**src/rtl/p4_operand_stage_if.sv**
```systemverilog
// Operand-stage bus: register-file access, operand load/select controls and ALU-facing outputs.
interface p4_operand_stage_if;
  logic        write;
  logic [2:0]  writenum;
  logic [15:0] data_in;
  logic [2:0]  readnum;
  logic        loada;
  logic        loadb;
  logic [1:0]  shift;
  logic        asel;
  logic        bsel;
  logic [15:0] sximm5;
  logic        consume;
  logic [15:0] Ain;
  logic [15:0] Bin;
  logic [15:0] data_out;
  logic        ready;

  modport master (
    output write, writenum, data_in, readnum, loada, loadb, shift, asel, bsel, sximm5, consume,
    input  Ain, Bin, data_out, ready
  );

  modport slave (
    input  write, writenum, data_in, readnum, loada, loadb, shift, asel, bsel, sximm5, consume,
    output Ain, Bin, data_out, ready
  );
endinterface

```
**src/rtl/p4_operand_stage.sv**
```systemverilog
// Operand stage: 8x16 register file, A/B operand latches, B-path shifter and
// a load-tracking FSM that raises ready once both operands are captured.
module p4_operand_stage (
  input logic                  clk,
  input logic                  rst_n,
  p4_operand_stage_if.slave    bus
);

  typedef enum logic [1:0] {StNone, StAOnly, StBOnly, StBoth} state_e;

  logic [15:0] regs_q [8];
  logic [15:0] a_q, b_q;
  logic [15:0] b_shifted;
  state_e      state_q, state_d;
  logic        ready_q, ready_d;
  logic        a_ok, b_ok, a_nxt, b_nxt;

  assign bus.data_out = regs_q[bus.readnum];

  // A/B sample the pre-edge read value, so a same-index write is not forwarded.
  always_ff @(posedge clk or negedge rst_n) begin
    if (!rst_n) begin
      for (int i = 0; i < 8; i++) regs_q[i] <= 16'h0000;
      a_q <= 16'h0000;
      b_q <= 16'h0000;
    end else begin
      if (bus.write) regs_q[bus.writenum] <= bus.data_in;
      if (bus.loada) a_q <= bus.data_out;
      if (bus.loadb) b_q <= bus.data_out;
    end
  end

  always_comb begin
    b_shifted = b_q;
    unique case (bus.shift)
      2'b00:   b_shifted = b_q;
      2'b01:   b_shifted = {b_q[14:0], 1'b0};
      2'b10:   b_shifted = {1'b0, b_q[15:1]};
      default: b_shifted = {b_q[15], b_q[15:1]};
    endcase
  end

  assign bus.Ain = bus.asel ? 16'h0000 : a_q;
  assign bus.Bin = bus.bsel ? bus.sximm5 : b_shifted;

  // Load beats consume on each flag independently.
  always_comb begin
    a_ok  = (state_q == StAOnly) || (state_q == StBoth);
    b_ok  = (state_q == StBOnly) || (state_q == StBoth);
    a_nxt = bus.loada | (a_ok & ~bus.consume);
    b_nxt = bus.loadb | (b_ok & ~bus.consume);
    state_d = StNone;
    unique case ({a_nxt, b_nxt})
      2'b00:   state_d = StNone;
      2'b10:   state_d = StAOnly;
      2'b01:   state_d = StBOnly;
      default: state_d = StBoth;
    endcase
    ready_d = a_nxt & b_nxt;
  end

  always_ff @(posedge clk or negedge rst_n) begin
    if (!rst_n) begin
      state_q <= StNone;
      ready_q <= 1'b0;
    end else begin
      state_q <= state_d;
      ready_q <= ready_d;
    end
  end

  assign bus.ready = ready_q;

endmodule

```
**src/flat_wrapper.sv**
```systemverilog
// flat-port wrapper written by rule: the top's interface ports become plain ports
module p4_operand_stage_flat 
  (clk, rst_n, bus_write, bus_writenum, bus_data_in, bus_readnum, bus_loada, bus_loadb, bus_shift, bus_asel, bus_bsel, bus_sximm5, bus_consume, bus_Ain, bus_Bin, bus_data_out, bus_ready);
  p4_operand_stage_if bus_i ();
  input logic clk;
  input logic rst_n;
  input wire logic [$bits(bus_i.write)-1:0] bus_write;
  input wire logic [$bits(bus_i.writenum)-1:0] bus_writenum;
  input wire logic [$bits(bus_i.data_in)-1:0] bus_data_in;
  input wire logic [$bits(bus_i.readnum)-1:0] bus_readnum;
  input wire logic [$bits(bus_i.loada)-1:0] bus_loada;
  input wire logic [$bits(bus_i.loadb)-1:0] bus_loadb;
  input wire logic [$bits(bus_i.shift)-1:0] bus_shift;
  input wire logic [$bits(bus_i.asel)-1:0] bus_asel;
  input wire logic [$bits(bus_i.bsel)-1:0] bus_bsel;
  input wire logic [$bits(bus_i.sximm5)-1:0] bus_sximm5;
  input wire logic [$bits(bus_i.consume)-1:0] bus_consume;
  output wire logic [$bits(bus_i.Ain)-1:0] bus_Ain;
  output wire logic [$bits(bus_i.Bin)-1:0] bus_Bin;
  output wire logic [$bits(bus_i.data_out)-1:0] bus_data_out;
  output wire logic [$bits(bus_i.ready)-1:0] bus_ready;
  assign bus_i.write = bus_write;
  assign bus_i.writenum = bus_writenum;
  assign bus_i.data_in = bus_data_in;
  assign bus_i.readnum = bus_readnum;
  assign bus_i.loada = bus_loada;
  assign bus_i.loadb = bus_loadb;
  assign bus_i.shift = bus_shift;
  assign bus_i.asel = bus_asel;
  assign bus_i.bsel = bus_bsel;
  assign bus_i.sximm5 = bus_sximm5;
  assign bus_i.consume = bus_consume;
  assign bus_Ain = bus_i.Ain;
  assign bus_Bin = bus_i.Bin;
  assign bus_data_out = bus_i.data_out;
  assign bus_ready = bus_i.ready;
  p4_operand_stage u_core (.clk(clk), .rst_n(rst_n), .bus(bus_i));
endmodule
```
**config.mk**
```make
export PLATFORM = sky130hd
export DESIGN_NAME = p4_operand_stage_flat
export DESIGN_NICKNAME = d
export VERILOG_FILES = /design/src/rtl/p4_operand_stage_if.sv /design/src/rtl/p4_operand_stage.sv /design/src/flat_wrapper.sv
export SDC_FILE = /design/constraint.sdc
export NUM_CORES = 1
export LEC_CHECK = 0
export CELL_PAD_IN_SITES_DETAIL_PLACEMENT = 1
export CELL_PAD_IN_SITES_GLOBAL_PLACEMENT = 1
export CORE_MARGIN = 2
export CORE_UTILIZATION = 49
export CTS_CLUSTER_DIAMETER = 40
export DETAILED_ROUTE_END_ITERATION = 7
export GPL_TIMING_DRIVEN = 0
export PLACE_DENSITY = 0.94
export SYNTH_ARGS = -nofsm -noshare
export SYNTH_HDL_FRONTEND = slang
export SYNTH_SLANG_ARGS = --single-unit
```
**constraint.sdc**
```tcl
create_clock -name clk -period 5 [get_ports clk]
set_clock_uncertainty 0.15 [all_clocks]
set_input_delay 1 -clock clk [delete_from_list [all_inputs] [get_ports clk]]
set_output_delay 1 -clock clk [all_outputs]
set_load 0.05 [all_outputs]
```
Word level (Yosys, flattened, before mapping)
Index checks and enable logic that the tools add are counted.

Reductions and logical operators: 5. $lt $le $gt $ge: 3. Eq/ne operators: 7. Bitwise operators: 8. Multiplexer cells: 10.

Operator list (count): $bwmux W128 (1); $mux W16 (5); $bmux W16 S3 (1); $demux W16 S3 (1); $pmux W16 S3 (1); $eq A2 B2 Y1 const B (4); $ge A4 B4 Y1 const B (2); $not A3 Y4 (2); $eq A2 B1 Y1 const B (3); $pmux W2 S3 (1); $logic_not A2 Y1 (2); $lt A4 B1 Y1 const B (1); $and A1 B1 Y1 (3); $logic_or A1 B1 Y1 (2); $or A1 B1 Y1 (2); $logic_and A1 B1 Y1 (1); $not A1 Y1 (1).

Bits of input ports: 48. Output and inout port bits: 49. Register bits: 163. Word-level logic and storage cells: 45.

Depth between registers and ports, before layout
Word-level depth: 6. Gate-level depth with buffers: 5. Depth with buffers taken out: 3.

Worst setup path after synthesis
Ideal clock, no wire load.

Path kind: input port to output port. Start: input port bus_shift[0]. End: output port bus_Bin[0]. Data arrival time: 2.645 ns. Path buffers: 2. Setup slack: 1.205 ns. Data required time: 3.850 ns. Stages on the path: 5. Cell sequence: buf_2 -> buf_2 -> nor2_1 -> a22oi_1 -> o21ai_0.

Cells in the longest elaborated chain, start to end: 3. Elaborated cells on any way between the ends: 5. Those cells by class: eq/ne: 2; mux: 2; reduce/logical: 1.

Ends and longest elaborated chain: start: declaration (RTL line flat_wrapper.sv:13) `input wire logic [$bits(bus_i.shift)-1:0] bus_shift;`; $eq A2 B2 Y1, or another cell as far along (RTL line p4_operand_stage.sv:35) `unique case (bus.shift)`; $pmux W16 S3 (*) (RTL line p4_operand_stage.sv:35); $mux W16 (*) (RTL line p4_operand_stage.sv:44) `assign bus.Bin = bus.bsel ? bus.sximm5 : b_shifted;`; end: declaration (RTL line flat_wrapper.sv:19) `output wire logic [$bits(bus_i.Bin)-1:0] bus_Bin;`.

Every way passes the cells marked *; elsewhere a longest branch is shown, timed or not.

Worst setup path in the final report
Start: input port bus_readnum[1]. End: output port bus_data_out[13].

Cells in the longest elaborated chain, start to end: 4.

Ends and longest elaborated chain: start: declaration (RTL line flat_wrapper.sv:10) `input wire logic [$bits(bus_i.readnum)-1:0] bus_readnum;`; $not A3 Y4 (implied by the code) (RTL line p4_operand_stage.sv:18) `assign bus.data_out = regs_q[bus.readnum];`; $bmux W16 S3 (RTL line p4_operand_stage.sv:18); $mux W16 (implied by the code) (2 in a row) (RTL line p4_operand_stage.sv:18); end: declaration (RTL line flat_wrapper.sv:20) `output wire logic [$bits(bus_i.data_out)-1:0] bus_data_out;`.

Every way passes these cells. The select of a mux whose other input is x is not followed.

==> flow_summary.toml <==
[worst_hold_path]
holdPathEnd = "u_core.a_q[9]$_DFFE_PN0P_"
hold_path.class = "reg2reg"
holdCritStartpoint = "u_core.a_q[9]$_DFFE_PN0P_"
whs_path_depth = 2

[pwr]
p_comb_share_pct = 26.7
switching_power_uw = 1384
leakage_uw = 0.004174
clkPwrFrac_pct = 30.9
sw_frac_of_total_pct = 32.41
powerDensity_nw_per_um2 = 441.4
intPower_uw = 2887
pwr-share-seq_pct = 42.3
ir_worst_vdd_uv = 291.4

[critical_path]
path_buf_inv = 4
crit_chain = "clkdlybuf4s50_1 -> nor2b_1 -> buf_1 -> clkbuf_1 -> a22o_1 -> nor2_1 -> clkdlybuf4s50_1"
cp_common_cell = "clkdlybuf4s50_1"
arrival_ns = 3.69
regToRegEndpoint = "u_core.b_q[9]$_DFFE_PN0P_"
rr_worst_depth = 3
r2r-start = "u_core.regs_q[9]$_DFFE_PN0P_"
cp_slowest_cell = "clkdlybuf4s50_1"
cp.required_ns = 3.85
slowest_delay_ns = 0.75
crit_family = "buffers and inverters"
start_kind = "primary input"
r2r_slack_ns = 3.45
path_class = "in2out"
end_kind = "output port"
cp_max_fo = 10

[run_status]
outcome = "finished, final reports clean"

[yosys]
synth_ff_type = "dfrtp_1"
yosysWarnings = 0
synthArstFlopShare_pct = 100.0
syn-instance-count = 606
synth-edff-count = 0
syn_avg_cell_area_um2 = 13.03
ys_types = 29
synth_nets = 654
syn_area_um2 = 7898
yosysSeqAreaShare_pct = 51.65
synth-seq-cells = 163

[layout]
multi_input_area_um2 = 3572
nets = 763
fin_area_um2 = 9677
fill_cells = 1539
area_delta_synth_final_pct = 22.53
register_area_um2 = 4079
fin_util_pct = 61.14
insertedDiodeCount = 0
drive_above_1_share_pct = 32.60

[routing]
num_vias = 5750
drt_iter0_markers = 424
drc = 0
drtPass1Iterations = 5
via_per_inst = 6.098
drt_wl_total_um = 25000
wire_per_inst_um = 26.51
ant_nets = 0

[global_routing]
antenna_found_initial = 0
grt_pass1_vias = 6407
grt_max_degree = 113
gr-usage-all-layers_pct = 30.69
grt_pass1_wl_um = 38580
overflow = 0

[floorplan]
die_w_um = 131.0
start_util_pct = 49.90
coreArea_um2 = 15830
rows = 46
die-area_um2 = 17150
ioPinCount = 97
die-height_um = 131.0

[sta]
drv_slew = 0
hold_viol_final = 0
slew_headroom_pct = 58.12
post-route-min-period_ns = 4.844
period_share_pct = 96.88
worstMarginPinSlew_ns = 0.6248
rsz0062_at_grt = "no"
max_freq_mhz = 206.4
setup_ws_ns = 0.1558
finalSetupViolations = 0
fin_hold_ws_ns = 0.3286

[cts]
cts_tree = "built"
root_buffer = "clkbuf_16"
cts_buffers = 17
ctsResizeCount = 0
clk_pin_slew_ns = 0.07
clk_latency_ns = 0.44
cts_sinks = 163
post-cts-setup-buffers = 0
postCtsHoldBufs = 0
htree_levels = 4
clockBufferDepth = 2

[placed_design]
place_area_um2 = 9087
gp_congestion = 0.8493
io_buffer_count = 89
dp_slack_ns = 0.1813
dpl.hpwl_um = 16130

[run]
max_cap_viol_count = 0
## per-layer routing
metal	global-route usage (%)	wire length [um]	vias up
met2	52.76	12730	237
met3	6.596	1296	78
met4	13.08	847	0
li1	-	-	2424
met5	0	0	-
met1	37.45	10130	3011
## how the worst max path moves through the flow
stage | from | end | slack (ns) | cells after the start
3_3_place_gp | rst_n | u_core.a_q[7]$_DFFE_PN0P_ | -3.16 | 1
5_1_grt | bus_readnum[1] | bus_data_out[13] | 0.07 | 7
4_1_cts | bus_readnum[1] | bus_data_out[13] | 0.17 | 7
3_5_place_dp | bus_readnum[1] | bus_data_out[5] | 0.18 | 7
6_report | bus_readnum[1] | bus_data_out[13] | 0.16 | 7
2_1_floorplan | bus_shift[0] | bus_Bin[0] | 1.21 | 5
## power by group through the flow
stage / logic, uW / clock network, uW / registers [uW]
3_5_place_dp: 1100 / 0 / 1800
3_3_place_gp: 1030 / 0 / 1750
5_1_grt: 1200 / 1390 / 1830
4_1_cts: 1140 / 1330 / 1800
6_report: 1140 / 1320 / 1810
2_1_floorplan: 761 / 0 / 1720
## state kept, by name, indices dropped and copies added (netlist names)
name,flops
u_core.state_q,2
u_core.a_q,16
u_core.regs_q,128
u_core.bus.ready,1
u_core.b_q,16
## cells in the mapped netlist, types with 7 or more instances
master | n | area [um2]
buf_4 | 11 | 82.58
mux2_2 | 165 | 1858
nor2_1 | 18 | 67.56
o31ai_1 | 32 | 240.2
o21ai_0 | 16 | 80.08
o22ai_1 | 16 | 100.1
mux2_4 | 10 | 150.1
clkbuf_1 | 15 | 56.30
dfrtp_1 | 163 | 4079
a22o_1 | 16 | 140.1
nand2_1 | 49 | 183.9
mux2i_1 | 47 | 470.5
buf_2 | 7 | 35.03
nor2b_1 | 17 | 106.4
## cell usage in the layout (no fill, tap or decap), types with 4 or more instances in the layout
cell type,instances
buf_2,7
nand2_1,49
a22o_1,16
mux2i_1,47
mux2_4,10
clkbuf_16,17
o21ai_0,16
buf_6,4
buf_4,11
nor2_1,18
dfrtp_1,163
clkdlybuf4s50_1,88
clkbuf_1,17
clkbuf_8,4
mux2_2,165
o31ai_1,32
o22ai_1,16
nor2b_1,17
## cells by family (layout without fill, tap and decap cells)
group                  count (synthesis)  count (layout)  synth area share (%)
muxes                                222             222                 31.38
AOI/OAI and AO/OA                     83              83                 7.383
DFF                                  163             163                 51.65
and+or+nand+nor                       96              96                 6.464
buffers and inverters                 42             163                 3.121
## area by class of cell
type                    instances  area share, %
plain buffers                  39          2.431
clock buffers                  23          5.043
repair buffers                 90          9.503
flip-flops and latches        163          42.15
inverters                       3         0.1164
multi-input cells             401          36.91
well taps                     216          2.793
clock inverters                 8          1.047
## worst register-to-register path: stages, from the launching register on
cell and delay [ns]:
dfrtp_1 0.39, mux2_2 0.28, o22ai_1 0.40, o31ai_1 0.18
## per-stage QoR
step	TNS, ns	power, uW	cells
2_1_floorplan	0	2483	606
3_3_place_gp	-512.67	2775	911
3_5_place_dp	0	2896	912
4_1_cts	0	4265	943
5_1_grt	0	4425	943
6_report	0	4272	943
Note: power is estimated with default switching activity, not from simulation.
